<file path="config.mk">
export PLATFORM = sky130hd
export DESIGN_NAME = alu_op_sequencer
export DESIGN_NICKNAME = d
export VERILOG_FILES = /design/src/rtl/alu_op_sequencer.sv
export SDC_FILE = /design/constraint.sdc
export NUM_CORES = 1
export LEC_CHECK = 0
export BUFFER_PORTS_ARGS = -buffer_cell sky130_fd_sc_hd__buf_4
export CORE_ASPECT_RATIO = 0.5
export CORE_UTILIZATION = 55
export CTS_CLUSTER_SIZE = 30
export DETAILED_ROUTE_END_ITERATION = 8
export HOLD_SLACK_MARGIN = 0.05
export PLACE_DENSITY = 0.74
export SKIP_LAST_GASP = 1
export SLEW_MARGIN = 20
export SYNTH_ARGS = -nofsm -noshare
export SYNTH_HDL_FRONTEND = slang
export SYNTH_SLANG_ARGS = --single-unit
</file>
<file path="constraint.sdc">
create_clock -name clock -period 3.8 [get_ports clock]
set_clock_uncertainty 0.1 [all_clocks]
set_input_delay 0.19 -clock clock [delete_from_list [all_inputs] [get_ports clock]]
set_output_delay 0.19 -clock clock [all_outputs]
set_load 0.05 [all_outputs]
</file>
<file path="src/rtl/alu_op_sequencer.sv">
`default_nettype none
// +----------------------------------------------------------------------------+
// | Module      : alu_op_sequencer                                             |
// | Description : Initiator side of the ALU accumulator interface. Replays a   |
// |               stored program of {func, data, expected} entries into the    |
// |               ALU: clears the accumulator, then per entry drives           |
// |               func/data, strobes a load, waits for settle and compares     |
// |               the accumulator with the expected value. Pass/fail tallies   |
// |               and the first failing index are reported.                    |
// | Macro       : ALU_SEQ_STOP_ON_FAIL_EN - when defined, the first mismatch   |
// |               ends the run immediately.                                    |
// | Ports       : clock, reset (async, active-high)                            |
// |               start            - 1-cycle pulse, begins a run (IDLE/DONE)   |
// |               prog_we/addr/wdata - program write port, ignored while busy  |
// |               prog_len         - entries to run, latched at start, clamped |
// |               alu_func/alu_data - operands to the ALU                      |
// |               alu_step/alu_clear - accumulator load / clear strobes        |
// |               alu_result       - registered ALU accumulator               |
// |               busy, done       - run status (done held until next start)  |
// |               pass_cnt, fail_cnt, fail_valid, fail_idx - run results       |
// | Revision    : 1.0 - initial release                                        |
// +----------------------------------------------------------------------------+
module alu_op_sequencer #(
   parameter int DEPTH       = 8,
   parameter int AW          = 3,
   parameter int WAIT_CYCLES = 1
) (
   input  logic          clock,
   input  logic          reset,
   input  logic          start,
   input  logic          prog_we,
   input  logic [AW-1:0] prog_addr,
   input  logic [14:0]   prog_wdata,
   input  logic [AW:0]   prog_len,
   output logic [2:0]    alu_func,
   output logic [3:0]    alu_data,
   output logic          alu_step,
   output logic          alu_clear,
   input  logic [7:0]    alu_result,
   output logic          busy,
   output logic          done,
   output logic [AW:0]   pass_cnt,
   output logic [AW:0]   fail_cnt,
   output logic          fail_valid,
   output logic [AW-1:0] fail_idx
);

   localparam logic [AW:0] DEPTH_LEN = (AW+1)'(DEPTH);
   localparam int          WW        = (WAIT_CYCLES > 1) ? $clog2(WAIT_CYCLES) : 1;
   localparam logic [WW-1:0] WAIT_LAST = WW'(WAIT_CYCLES - 1);

   typedef enum logic [2:0] {
      S_IDLE  = 3'd0,
      S_CLEAR = 3'd1,
      S_ISSUE = 3'd2,
      S_WAIT  = 3'd3,
      S_CHECK = 3'd4,
      S_DONE  = 3'd5
   } state_t;

   state_t          state;
   state_t          next_state;

   logic [14:0]     prog_mem [DEPTH];
   logic [AW:0]     run_len;
   logic [AW:0]     idx;
   logic [AW:0]     idx_next;
   logic [WW-1:0]   wait_cnt;
   logic [14:0]     cur_entry;
   logic            match;
   logic            last_entry;
   logic            start_ok;

   // Program memory has no reset so a stored program survives a board reset.
   always_ff @(posedge clock) begin
      if (prog_we && !busy) begin
         prog_mem[prog_addr] <= prog_wdata;
      end
   end

   // Memory cannot change during a run, so an asynchronous read keeps
   // func/data steady from ISSUE through CHECK without an extra register.
   assign cur_entry  = prog_mem[idx[AW-1:0]];
   assign match      = (alu_result == cur_entry[7:0]);
   assign idx_next   = idx + 1'b1;
   assign last_entry = (idx_next >= run_len);
   assign start_ok   = start && ((state == S_IDLE) || (state == S_DONE));

   always_ff @(posedge clock or posedge reset) begin
      if (reset) begin
         state <= S_IDLE;
      end else begin
         state <= next_state;
      end
   end

   // Outputs are decoded from state so that an asynchronous reset drops
   // the strobes and status immediately.
   always_comb begin
      next_state = state;
      alu_func   = 3'd0;
      alu_data   = 4'd0;
      alu_step   = 1'b0;
      alu_clear  = 1'b0;
      busy       = 1'b0;
      done       = 1'b0;
      case (state)
         S_IDLE: begin
            if (start) begin
               next_state = S_CLEAR;
            end
         end
         S_CLEAR: begin
            busy      = 1'b1;
            alu_clear = 1'b1;
            next_state = (run_len == '0) ? S_DONE : S_ISSUE;
         end
         S_ISSUE: begin
            busy       = 1'b1;
            alu_step   = 1'b1;
            alu_func   = cur_entry[14:12];
            alu_data   = cur_entry[11:8];
            next_state = S_WAIT;
         end
         S_WAIT: begin
            busy     = 1'b1;
            alu_func = cur_entry[14:12];
            alu_data = cur_entry[11:8];
            if (wait_cnt == WAIT_LAST) begin
               next_state = S_CHECK;
            end
         end
         S_CHECK: begin
            busy     = 1'b1;
            alu_func = cur_entry[14:12];
            alu_data = cur_entry[11:8];
`ifdef ALU_SEQ_STOP_ON_FAIL_EN
            next_state = (last_entry || !match) ? S_DONE : S_ISSUE;
`else
            next_state = last_entry ? S_DONE : S_ISSUE;
`endif
         end
         S_DONE: begin
            done = 1'b1;
            if (start) begin
               next_state = S_CLEAR;
            end
         end
         default: begin
            next_state = S_IDLE;
         end
      endcase
   end

   always_ff @(posedge clock or posedge reset) begin
      if (reset) begin
         run_len    <= '0;
         idx        <= '0;
         wait_cnt   <= '0;
         pass_cnt   <= '0;
         fail_cnt   <= '0;
         fail_valid <= 1'b0;
         fail_idx   <= '0;
      end else begin
         if (start_ok) begin
            run_len    <= (prog_len > DEPTH_LEN) ? DEPTH_LEN : prog_len;
            idx        <= '0;
            pass_cnt   <= '0;
            fail_cnt   <= '0;
            fail_valid <= 1'b0;
            fail_idx   <= '0;
         end
         if (state == S_ISSUE) begin
            wait_cnt <= '0;
         end
         if (state == S_WAIT) begin
            wait_cnt <= wait_cnt + 1'b1;
         end
         if (state == S_CHECK) begin
            idx <= idx_next;
            if (match) begin
               pass_cnt <= pass_cnt + 1'b1;
            end else begin
               fail_cnt <= fail_cnt + 1'b1;
               if (!fail_valid) begin
                  fail_valid <= 1'b1;
                  fail_idx   <= idx[AW-1:0];
               end
            end
         end
      end
   end

endmodule
`default_nettype wire

</file>
==> impl_metrics.env, run 1 <==
export IMPL_p_per_area_nw_per_um2=668.7
export IMPL_rows=26
export IMPL_slew_limit_headroom_pct=35.22
export IMPL_cts_made_buffers=17
export IMPL_hold_viol=0
export IMPL_cts_max_level=4
export IMPL_ioPinCount=57
export IMPL_yosysWarnings=0
export IMPL_worstPathRequired_ps=3950
export IMPL_grt_max_degree=25
export IMPL_die_h_um=76.20
export IMPL_drc=0
export IMPL_synthToLayoutAreaGrowth_pct=23.37
export IMPL_tightest_slew_ps=968.6
export IMPL_crit_slowest_cell="dfrtp_2"
export IMPL_drive_above_1_share_pct=28.22
export IMPL_finalMaxSlewViolations=0
export IMPL_reg2reg_to="state[2]"
export IMPL_crit_buf_inv=1
export IMPL_fin_nets=510
export IMPL_yosys_cell_types_count=43
export IMPL_grt_pass1_wl_mm=20.04
export IMPL_routed_via_density=5.738
export IMPL_cts_resized=0
export IMPL_post_cts_buffers=0
export IMPL_antenna_cells=0
export IMPL_crit_type="reg2reg"
export IMPL_initial_core_util_pct=57.99
export IMPL_clk_latency_ps=410
export IMPL_tns_ps=0
export IMPL_syn_avg_cell_area_sq_um=16.11
export IMPL_port_buffers=56
export IMPL_crit_path_start_kind="flip-flop"
export IMPL_rsz0062_at_grt="no"
export IMPL_wirelength_mm=12.57
export IMPL_drt_pass1_iter_count=5
export IMPL_syn_num_nets=417
export IMPL_core_area_sq_um=10440
export IMPL_grt_pass1_vias=3747
export IMPL_ys_ff_latch=144
export IMPL_cts_tree="yes"
export IMPL_track_usage_pct=24.30
export IMPL_die_w_um=150.4
export IMPL_yosys_area_top_type="edfxtp_1"
export IMPL_drtIter0Drc=295
export IMPL_holdPathEnd="state[0]"
export IMPL_yosys_top_cells_count="edfxtp_1 (120), nand2_1 (42), mux4_2 (26)"
export IMPL_dp_hpwl_mm=8.032
export IMPL_rrSetupSlack_ps=700
export IMPL_synthTopCellsByArea="edfxtp_1 (60%), dfrtp_1 (9.9%), mux4_2 (9.7%), mux2i_1 (3.1%), nand2_1 (2.6%)"
export IMPL_cts_max_path_buffers=2
export IMPL_seq_area_frac_synth_pct=69.42
export IMPL_vias=3569
export IMPL_post_route_period_util_pct=81.69
export IMPL_finalSetupViolations=0
export IMPL_arrival_ps=3250
export IMPL_min_path_type="in2reg"
export IMPL_holdBufCountCts=22
export IMPL_stdcell_area_sq_um=7471
export IMPL_placed_cell_area_sq_um=6676
export IMPL_end_kind="flip-flop"
export IMPL_max_freq_mhz=322.1
export IMPL_vdd_drop_max_mv=0.3447
export IMPL_overflow=0
export IMPL_crit_family="compound AO/OA/AOI/OAI gates"
export IMPL_synth_main_ff_cell="edfxtp_1"
export IMPL_synth_edf_count=120
export IMPL_whs_path_depth=4
export IMPL_yosysMostFrequentCell="edfxtp_1"
export IMPL_gp_congestion=0.7754
export IMPL_synth_area_sq_um=6056
export IMPL_dieArea_sq_um=11460
export IMPL_avgRoutedWirePerCell_um=20.21
export IMPL_async_flop_share_pct=16.67
export IMPL_cp_cell_sequence="buf_4, ha_1, ha_1, a21o_1, a21o_1, a21oi_1, o21ai_0, o21bai_1, a2111oi_0"
export IMPL_rr_worst_depth=9
export IMPL_synth_top_area_share_pct=59.50
export IMPL_antenna_found_initial=0
export IMPL_slowest_delay_ps=590
export IMPL_period_needed_ps=3104
export IMPL_antenna_left=0
export IMPL_clock_sinks=144
export IMPL_r2r_start="idx[0]"
export IMPL_hold_start="start"
export IMPL_synthCells=376
export IMPL_max_cap_viol_count=0
export IMPL_outcome="finished clean"
export IMPL_clkTransAtPathRegs_ps=60
export IMPL_crit_path_max_fanout=20
export IMPL_cts_root_buf="clkbuf_16"
export IMPL_p_leak_nw=2.777
## layer usage
layer,vias to the layer above,wire length [um],track usage (%)
met5,-,0,0
met4,0,252,9.394
met3,21,850,6.228
met2,131,6244,39.91
met1,1788,5220,31.23
li1,1629,-,-
## cells in the final DEF (no fill, tap or decap), drive strengths merged, types with 4 or more instances in the layout
| cell type | synthesis | layout |
|---|---|---|
| clkinvlp | 0 | 4 |
| nand3 | 8 | 8 |
| clkbuf | 8 | 17 |
| mux4 | 26 | 26 |
| dfrtp | 24 | 24 |
| o21ai | 12 | 12 |
| mux2i | 19 | 19 |
| dlygate4sd3 | 0 | 22 |
| a21oi | 11 | 11 |
| nand2 | 42 | 42 |
| ha | 7 | 7 |
| nand2b | 11 | 11 |
| nor2b | 8 | 8 |
| and3 | 4 | 4 |
| nor2 | 13 | 13 |
| edfxtp | 120 | 120 |
| clkinv | 0 | 4 |
| buf | 9 | 69 |
| a22oi | 4 | 4 |
| nor3 | 4 | 4 |
| xor2 | 8 | 8 |
| inv | 8 | 14 |
## where the power goes
| part | total, mW | leakage, nW | internal, mW | switching, mW |
|---|---|---|---|---|
| Sequential | 1.99 | 1.40 | 1.85 | 0.141 |
| Clock | 1.58 | 0.271 | 0.917 | 0.664 |
| Combinational | 1.42 | 1.10 | 0.566 | 0.855 |
## sequential cells by signal, summed over array words and instances, names as in the netlist, 3 cells and up
signal and flops:
state 3, prog_mem 120, pass_cnt 4, run_len 4, fail_idx 3, idx 4
fail_cnt 4
## layout make-up
class | instances | area [sq um]
Sequential cell | 144 | 4205
Fill cell | 636 | 2972
Multi-Input combinational cell | 207 | 1748
Timing Repair Buffer | 91 | 738.2
Clock buffer | 17 | 425.4
Tap cell | 140 | 175.2
Clock inverter | 15 | 148.9
Inverter | 8 | 30.03
## logic make-up after synthesis
logic type | synth area share, %
muxes | 13.00
xor gates and xnor gates | 1.446
and+or+nand+nor | 8.678
DFF | 69.42
AOI/OAI and AO/OA | 4.029
buffers and inverters | 1.983
adders and majority gates | 1.446
## worst min-delay path, stage by stage
cell,delay (ps)
buf_4,110
inv_1,90
a32o_1,130
o22ai_1,70
## worst max path at each step
stage	startpoint	end	slack (ps)	cells after the start
CTS	idx[0]	state[2]	690	9
finish	idx[0]	state[2]	700	9
global route	idx[0]	state[2]	570	9
floorplan	state[0]	prog_mem[0][0]	490	5
global placement	idx[0]	fail_idx[2]	930	8
detailed placement	idx[0]	state[2]	720	9
## stage by stage
stage | util, % | power (mW) | std cells | hold WS [ps] | setup WS [ps]
after global routing | 71.54 | 5.219 | 622 | 119.5 | 567.1
final | 71.54 | 4.995 | 622 | 130.8 | 695.8
after floorplan | - | 3.033 | 376 | 104.6 | 487.3
after CTS | 71.54 | 5.022 | 622 | 101.5 | 688.4
after global placement | 63.93 | 3.346 | 568 | 315.7 | 930.9
after detailed placement | 63.93 | 3.410 | 568 | 321.8 | 723.7
Note: power is estimated with default switching activity, not from simulation.
==> inputs of run 2 (changes only) <==
--- a/config.mk
+++ b/config.mk
@@ -5,6 +5,7 @@
 export SDC_FILE = /design/constraint.sdc
 export NUM_CORES = 1
 export LEC_CHECK = 0
+export ABC_AREA = 1
 export BUFFER_PORTS_ARGS = -buffer_cell sky130_fd_sc_hd__buf_4
 export CORE_ASPECT_RATIO = 0.5
 export CORE_UTILIZATION = 55
==> constraint.sdc (replaced) <==
create_clock -name clock -period 2.95 [get_ports clock]
set_clock_uncertainty 0.1 [all_clocks]
set_input_delay 0.1475 -clock clock [delete_from_list [all_inputs] [get_ports clock]]
set_output_delay 0.1475 -clock clock [all_outputs]
set_load 0.05 [all_outputs]
==> run 2 against run 1 <==
Compared with the run above:
- count of clock-buffer cells in the layout did not move
- die area up 4.9%
- final area is 3.7% higher
- highest routed layer unchanged
- largest cell class unchanged
- cell count up 35%
- hold slack worse by 77 ps
- worst setup slack worse by 370 ps
- total power increased by 35%
- synthesized area rose by 5.0%
==> impl_metrics.env, run 2 <==
export IMPL_yosys_top_cells_count="nand2_1 (148), edfxtp_1 (120), inv_1 (61)"
export IMPL_yosysMostFrequentCell="nand2_1"
export IMPL_top_register="prog_mem"
export IMPL_slew_limit_headroom_pct=37.54
export IMPL_p_per_area_nw_per_um2=873.5
export IMPL_die_h_um=78.05
export IMPL_cts_resized=0
export IMPL_post_cts_buffers=0
export IMPL_cts_made_buffers=17
export IMPL_finalSetupViolations=0
export IMPL_arrival_ps=2370
export IMPL_holdBufCountCts=23
export IMPL_dp_cells=785
export IMPL_worstPathRequired_ps=2700
export IMPL_p_leak_nw=3.269
export IMPL_antenna_left=0
export IMPL_overflow=0
export IMPL_ys_ff_latch=144
export IMPL_vdd_drop_max_mv=0.3739
export IMPL_core_area_sq_um=11110
export IMPL_stdcell_area_sq_um=7744
export IMPL_crit_start="idx[0]"
export IMPL_fin_nets=723
export IMPL_r2r_start="state[1]"
export IMPL_hold_slack_ps=53.95
export IMPL_drt_pass1_iter_count=5
export IMPL_end_kind="output pin"
export IMPL_port_buffers=56
export IMPL_cts_tree="yes"
export IMPL_slowest_delay_ps=460
export IMPL_finalMaxSlewViolations=0
export IMPL_hold_viol=0
export IMPL_clkTransAtPathRegs_ps=60
export IMPL_synth_area_sq_um=6361
export IMPL_track_usage_pct=25.69
export IMPL_hold_start="start"
export IMPL_crit_path_frequent_cell="buf_4"
export IMPL_dieArea_sq_um=12030
export IMPL_rsz0062_at_grt="no"
export IMPL_yosys_area_top_type="edfxtp_1"
export IMPL_cts_max_path_buffers=2
export IMPL_synth_main_ff_cell="edfxtp_1"
export IMPL_max_freq_mhz=381.6
export IMPL_antenna_found_initial=0
export IMPL_grt_pass1_vias=4387
export IMPL_clk_latency_ps=420
export IMPL_tns_ps=0
export IMPL_synthTopCellsByArea="edfxtp_1 (57%), dfrtp_1 (9.4%), nand2_1 (8.7%), nand3_1 (4.6%), inv_1 (3.6%)"
export IMPL_synth_top_area_share_pct=56.65
export IMPL_initial_core_util_pct=57.23
export IMPL_wirelength_mm=14.52
export IMPL_placed_cell_area_sq_um=6975
export IMPL_synthCells=593
export IMPL_crit_slowest_cell="dfrtp_2"
export IMPL_drtIter0Drc=432
export IMPL_yosys_cell_types_count=31
export IMPL_crit_path_max_fanout=22
export IMPL_cts_root_buf="clkbuf_16"
export IMPL_grt_pass1_wl_mm=22.85
export IMPL_grt_max_degree=64
export IMPL_tightest_slew_ps=935.9
export IMPL_seq_area_frac_synth_pct=66.09
export IMPL_clock_sinks=144
export IMPL_antenna_cells=0
export IMPL_drive_above_1_share_pct=18.42
export IMPL_crit_path_start_kind="flip-flop"
export IMPL_post_route_period_util_pct=88.82
export IMPL_dp_hpwl_mm=9.007
export IMPL_gp_congestion=0.8201
export IMPL_vias=4624
export IMPL_cts_max_level=4
export IMPL_outcome="finished clean"
export IMPL_syn_avg_cell_area_sq_um=10.73
export IMPL_period_needed_ps=2620
export IMPL_synthToLayoutAreaGrowth_pct=21.73
export IMPL_crit_type="reg2out"
export IMPL_synth_edf_count=120
export IMPL_mostFrequentLayoutCells="nand2_1 (148), edfxtp_1 (120), buf_4 (69), inv_1 (61), nand3_1 (58)"
export IMPL_yosysWarnings=0
export IMPL_fin_cells=840
export IMPL_async_flop_share_pct=16.67
export IMPL_die_w_um=154.1
export IMPL_max_cap_viol_count=0
export IMPL_rows=27
export IMPL_cp_cell_sequence="inv_2, buf_4, nor2_1, o221a_2, nor3_1, buf_4"
export IMPL_avgRoutedWirePerCell_um=17.29
export IMPL_routed_via_density=5.505
export IMPL_min_path_type="in2reg"
export IMPL_ioPinCount=57
export IMPL_largest_register_ffs=120
export IMPL_syn_num_nets=634
export IMPL_layout_commonest_cell="nand2_1"
export IMPL_drc=0
[run 2: cell type report]
type / instances / area, sq um
repair buffers: 94 / 788.3
inverters: 65 / 244.0
clock buffers: 17 / 425.4
fillers: 800 / 3371
multi-input cells: 360 / 1787
well taps: 145 / 181.4
flip-flops and latches: 144 / 4205
clock inverters: 15 / 112.6
[run 2: cell families after synthesis]
group | Yosys count | synth area share [%]
AO/OA/AOI/OAI | 62 | 6.255
XOR/XNOR | 6 | 0.8261
adder cells (fa/ha/maj) | 7 | 1.377
buffers and inverters | 89 | 5.921
flip-flops | 144 | 66.09
AND/OR/NAND/NOR | 285 | 19.53
[run 2: power by group]
part / switching (mW) / internal (mW)
clock: 0.868 / 1.08
sequential: 0.107 / 2.39
combinational: 1.58 / 0.732
[run 2: final timing paths]
| kind | to | slack, ps | depth (start not counted) |
|---|---|---|---|
| min | state[2] | 50 | 4 |
| max | alu_data[0] | 330 | 6 |
| max reg2reg | run_len[1] | 340 | 8 |
| max in group asynchronous | idx[0] | 1710 | 3 |
| min reg2reg | pass_cnt[3] | 440 | 2 |
| min in group asynchronous | fail_cnt[2] | 400 | 3 |
[run 2: worst max-delay path, delay by kind of cell, from the launching register on]
family | cells | cell delay, ps
AND/OR/NAND/NOR | 2 | 340
buffers and inverters | 3 | 840
flip-flops | 1 | 460
AO/OA/AOI/OAI | 1 | 300
[run 2: metrics by stage]
stage | power [mW] | worst slack [ps] | util, %
floorplan | 4.351 | -162.4 | -
global placement | 4.761 | 758.3 | 62.76
detailed placement | 4.812 | 735.5 | 62.76
CTS | 6.780 | 314.8 | 69.67
global route | 7.083 | 34.89 | 69.67
finish | 6.764 | 329.7 | 69.67
[run 2: per-layer routing]
metal | wire (um) | global-route usage, %
met1 | 6280 | 34.41
met2 | 6958 | 42.91
met3 | 1050 | 4.638
met4 | 234 | 8.900
met5 | 0 | 0
==> inputs of run 3 (changes only) <==
--- a/config.mk
+++ b/config.mk
@@ -6,6 +6,7 @@
 export NUM_CORES = 1
 export LEC_CHECK = 0
 export ABC_AREA = 1
+export ABC_CLOCK_PERIOD_IN_PS = 2950
 export BUFFER_PORTS_ARGS = -buffer_cell sky130_fd_sc_hd__buf_4
 export CORE_ASPECT_RATIO = 0.5
 export CORE_UTILIZATION = 55
@@ -13,6 +14,7 @@
 export DETAILED_ROUTE_END_ITERATION = 8
 export HOLD_SLACK_MARGIN = 0.05
 export PLACE_DENSITY = 0.74
+export SETUP_SLACK_MARGIN = 0.5
 export SKIP_LAST_GASP = 1
 export SLEW_MARGIN = 20
 export SYNTH_ARGS = -nofsm -noshare
==> run 3 against run 2 <==
Compared with the run above:
- die area stayed put
- sequential power hardly changed
- sequential share of layout area fell by 1.7 points
- critical path depth is the same
- first-iteration DRC count is 0.69% higher
- wire length grew 5.1%
- cell count down 0.12%
- clock power is 11% higher
- flip-flop and latch count unchanged
- largest cell class unchanged
- largest power group unchanged
==> impl_metrics.env, run 3 (synthesized netlist as in run 2, its figures left out) <==
export IMPL_outcome="finished clean"
export IMPL_mostFrequentLayoutCells="nand2_1 (146), edfxtp_1 (120), inv_1 (61), buf_4 (61), nand3_1 (58)"
export IMPL_cts_tree="yes"
export IMPL_clkTransAtPathRegs_ps=60
export IMPL_end_kind="output pin"
export IMPL_track_usage_pct=27.09
export IMPL_cts_root_buf="clkbuf_16"
export IMPL_synthToLayoutAreaGrowth_pct=25.71
export IMPL_tns_ps=0
export IMPL_grt_pass1_wl_mm=24.06
export IMPL_crit_family="buffers and inverters"
export IMPL_rrSetupSlack_ps=640
export IMPL_antenna_found_initial=0
export IMPL_rows=27
export IMPL_drive_above_1_share_pct=21.76
export IMPL_hold_viol=0
export IMPL_cp_cell_sequence="buf_4, nor2_1, nor2_1, o21ai_0, a311oi_2, buf_6"
export IMPL_cts_max_level=4
export IMPL_grt_max_degree=61
export IMPL_power_frac_comb_pct=34.8
export IMPL_crit_path_start_kind="flip-flop"
export IMPL_whs_path_depth=5
export IMPL_worstPathRequired_ps=2700
export IMPL_clock_sinks=144
export IMPL_max_freq_mhz=425.2
export IMPL_reg2reg_to="prog_mem[2][14]"
export IMPL_path_depth=6
export IMPL_grt_pass1_vias=4605
export IMPL_stdcell_area_sq_um=7996
export IMPL_n_fill_cell=752
export IMPL_hold_start="start"
export IMPL_post_route_util_pct=71.95
export IMPL_vdd_drop_max_mv=0.4306
export IMPL_arrival_ps=2100
export IMPL_crit_path_max_fanout=34
export IMPL_routed_via_density=5.659
export IMPL_crit_slowest_cell="dfrtp_2"
export IMPL_port_buffers=56
export IMPL_max_cap_viol_count=0
export IMPL_ioPinCount=57
export IMPL_top_register="prog_mem"
export IMPL_crit_type="reg2out"
export IMPL_swShare_pct=37.71
export IMPL_cellInternalPower_mw=4.454
export IMPL_antenna_cells=0
export IMPL_power_mw=7.150
export IMPL_crit_buf_inv=2
export IMPL_placed_cell_area_sq_um=7025
export IMPL_crit_path_frequent_cell="nor2_1"
export IMPL_period_needed_ps=2352
export IMPL_p_clk_share_pct=30.2
export IMPL_core_area_sq_um=11110
export IMPL_finalMaxSlewViolations=0
export IMPL_holdPathEnd="state[0]"
export IMPL_cts_made_buffers=17
export IMPL_vias=4748
export IMPL_die_w_um=154.1
export IMPL_rsz0062_at_grt="yes"
export IMPL_post_route_period_util_pct=79.73
export IMPL_antenna_left=0
export IMPL_die_h_um=78.05
export IMPL_slew_limit_headroom_pct=38.60
export IMPL_drc=0
export IMPL_initial_core_util_pct=57.23
export IMPL_power_frac_seq_pct=35.0
export IMPL_drtIter0Drc=435
export IMPL_r2r_start="state[1]"
export IMPL_slowest_delay_ps=420
export IMPL_overflow=0
export IMPL_clk_latency_ps=420
export IMPL_hold_slack_ps=85.21
export IMPL_drt_pass1_iter_count=6
export IMPL_p_leak_nw=3.342
export IMPL_finalSetupViolations=0
export IMPL_p_per_area_nw_per_um2=894.2
export IMPL_rr_worst_depth=9
export IMPL_dieArea_sq_um=12030
export IMPL_fin_nets=722
export IMPL_gp_congestion=0.7921
export IMPL_cts_max_path_buffers=2
export IMPL_dp_hpwl_mm=9.269
export IMPL_wirelength_mm=15.27
export IMPL_min_path_type="in2reg"
export IMPL_power_switching_mw=2.696
export IMPL_avgRoutedWirePerCell_um=18.20
export IMPL_largest_register_ffs=120
export IMPL_tightest_slew_ps=920.1
export IMPL_layout_commonest_cell="nand2_1"
-- run 3: changes by cell type in the layout (fill, tap and decap cells not counted), moves of 3 or more --
cell	change
nor2_1	-12
nor2_4	+9
buf_4	-8
nor3_1	-7
nor3_2	+7
buf_12	+6
inv_6	+4
buf_6	+3
clkinv_4	-3
nor2_2	+3
-- run 3: how the worst max path moves through the flow --
stage / end / from / slack [ps]
floorplan: alu_func[1] / state[0] / 560
global placement: prog_mem[3][2] / state[1] / 710
detailed placement: prog_mem[3][6] / state[1] / 640
CTS: run_len[0] / state[1] / 530
global route: alu_func[1] / state[2] / 490
finish: alu_func[1] / idx[0] / 600
-- run 3: timing repair --
action | CTS | global route
endpoints found under the hold margin | 148 | 0
hold buffers | 21 | 0
setup endpoints to repair | 6 | 109
buffers inserted | 0 | 8
gates resized for setup | 1 | 5
pin swaps | 0 | 6
-- run 3: power by group through the flow --
stage / Clock (mW) / Sequential [mW] / Combinational [mW]
floorplan: 0 / 2.62 / 1.84
global placement: 0 / 2.53 / 2.31
detailed placement: 0 / 2.54 / 2.38
CTS: 2.19 / 2.50 / 2.43
global route: 2.28 / 2.52 / 2.73
finish: 2.16 / 2.50 / 2.49
-- run 3: final cells by class --
type,count,area (sq um),area share [%]
repair buffers,93,862.1,10.78
multi-input cells,360,1907,23.85
flip-flops and latches,144,4205,52.59
clock inverters,15,168.9,2.112
clock buffers,17,425.4,5.320
well taps,145,181.4,2.269
inverters,65,246.5,3.082
-- run 3: per-stage QoR --
step / cells / setup slack [ps]
after global placement: 778 / 705.7
after floorplan: 593 / 563.3
after global routing: 839 / 485.3
after CTS: 831 / 526.9
after detailed placement: 778 / 637.4
final: 839 / 598.0
-- run 3: tightest hold or removal path, cell delays in order --
cell and delay (ps):
buf_4 120, inv_1 40, a21oi_1 90, nand2_1 60
o21ai_0 80
-- run 3: per-layer routing --
layer | part of all wire [%] | global-route usage [%] | vias up | routed length, um
li1 | - | - | 2201 | -
met1 | 41 | 35.26 | 2255 | 6302
met2 | 49 | 45.18 | 248 | 7418
met3 | 7.3 | 4.804 | 44 | 1111
met4 | 2.9 | 12.30 | 0 | 437
met5 | 0 | 0 | - | 0
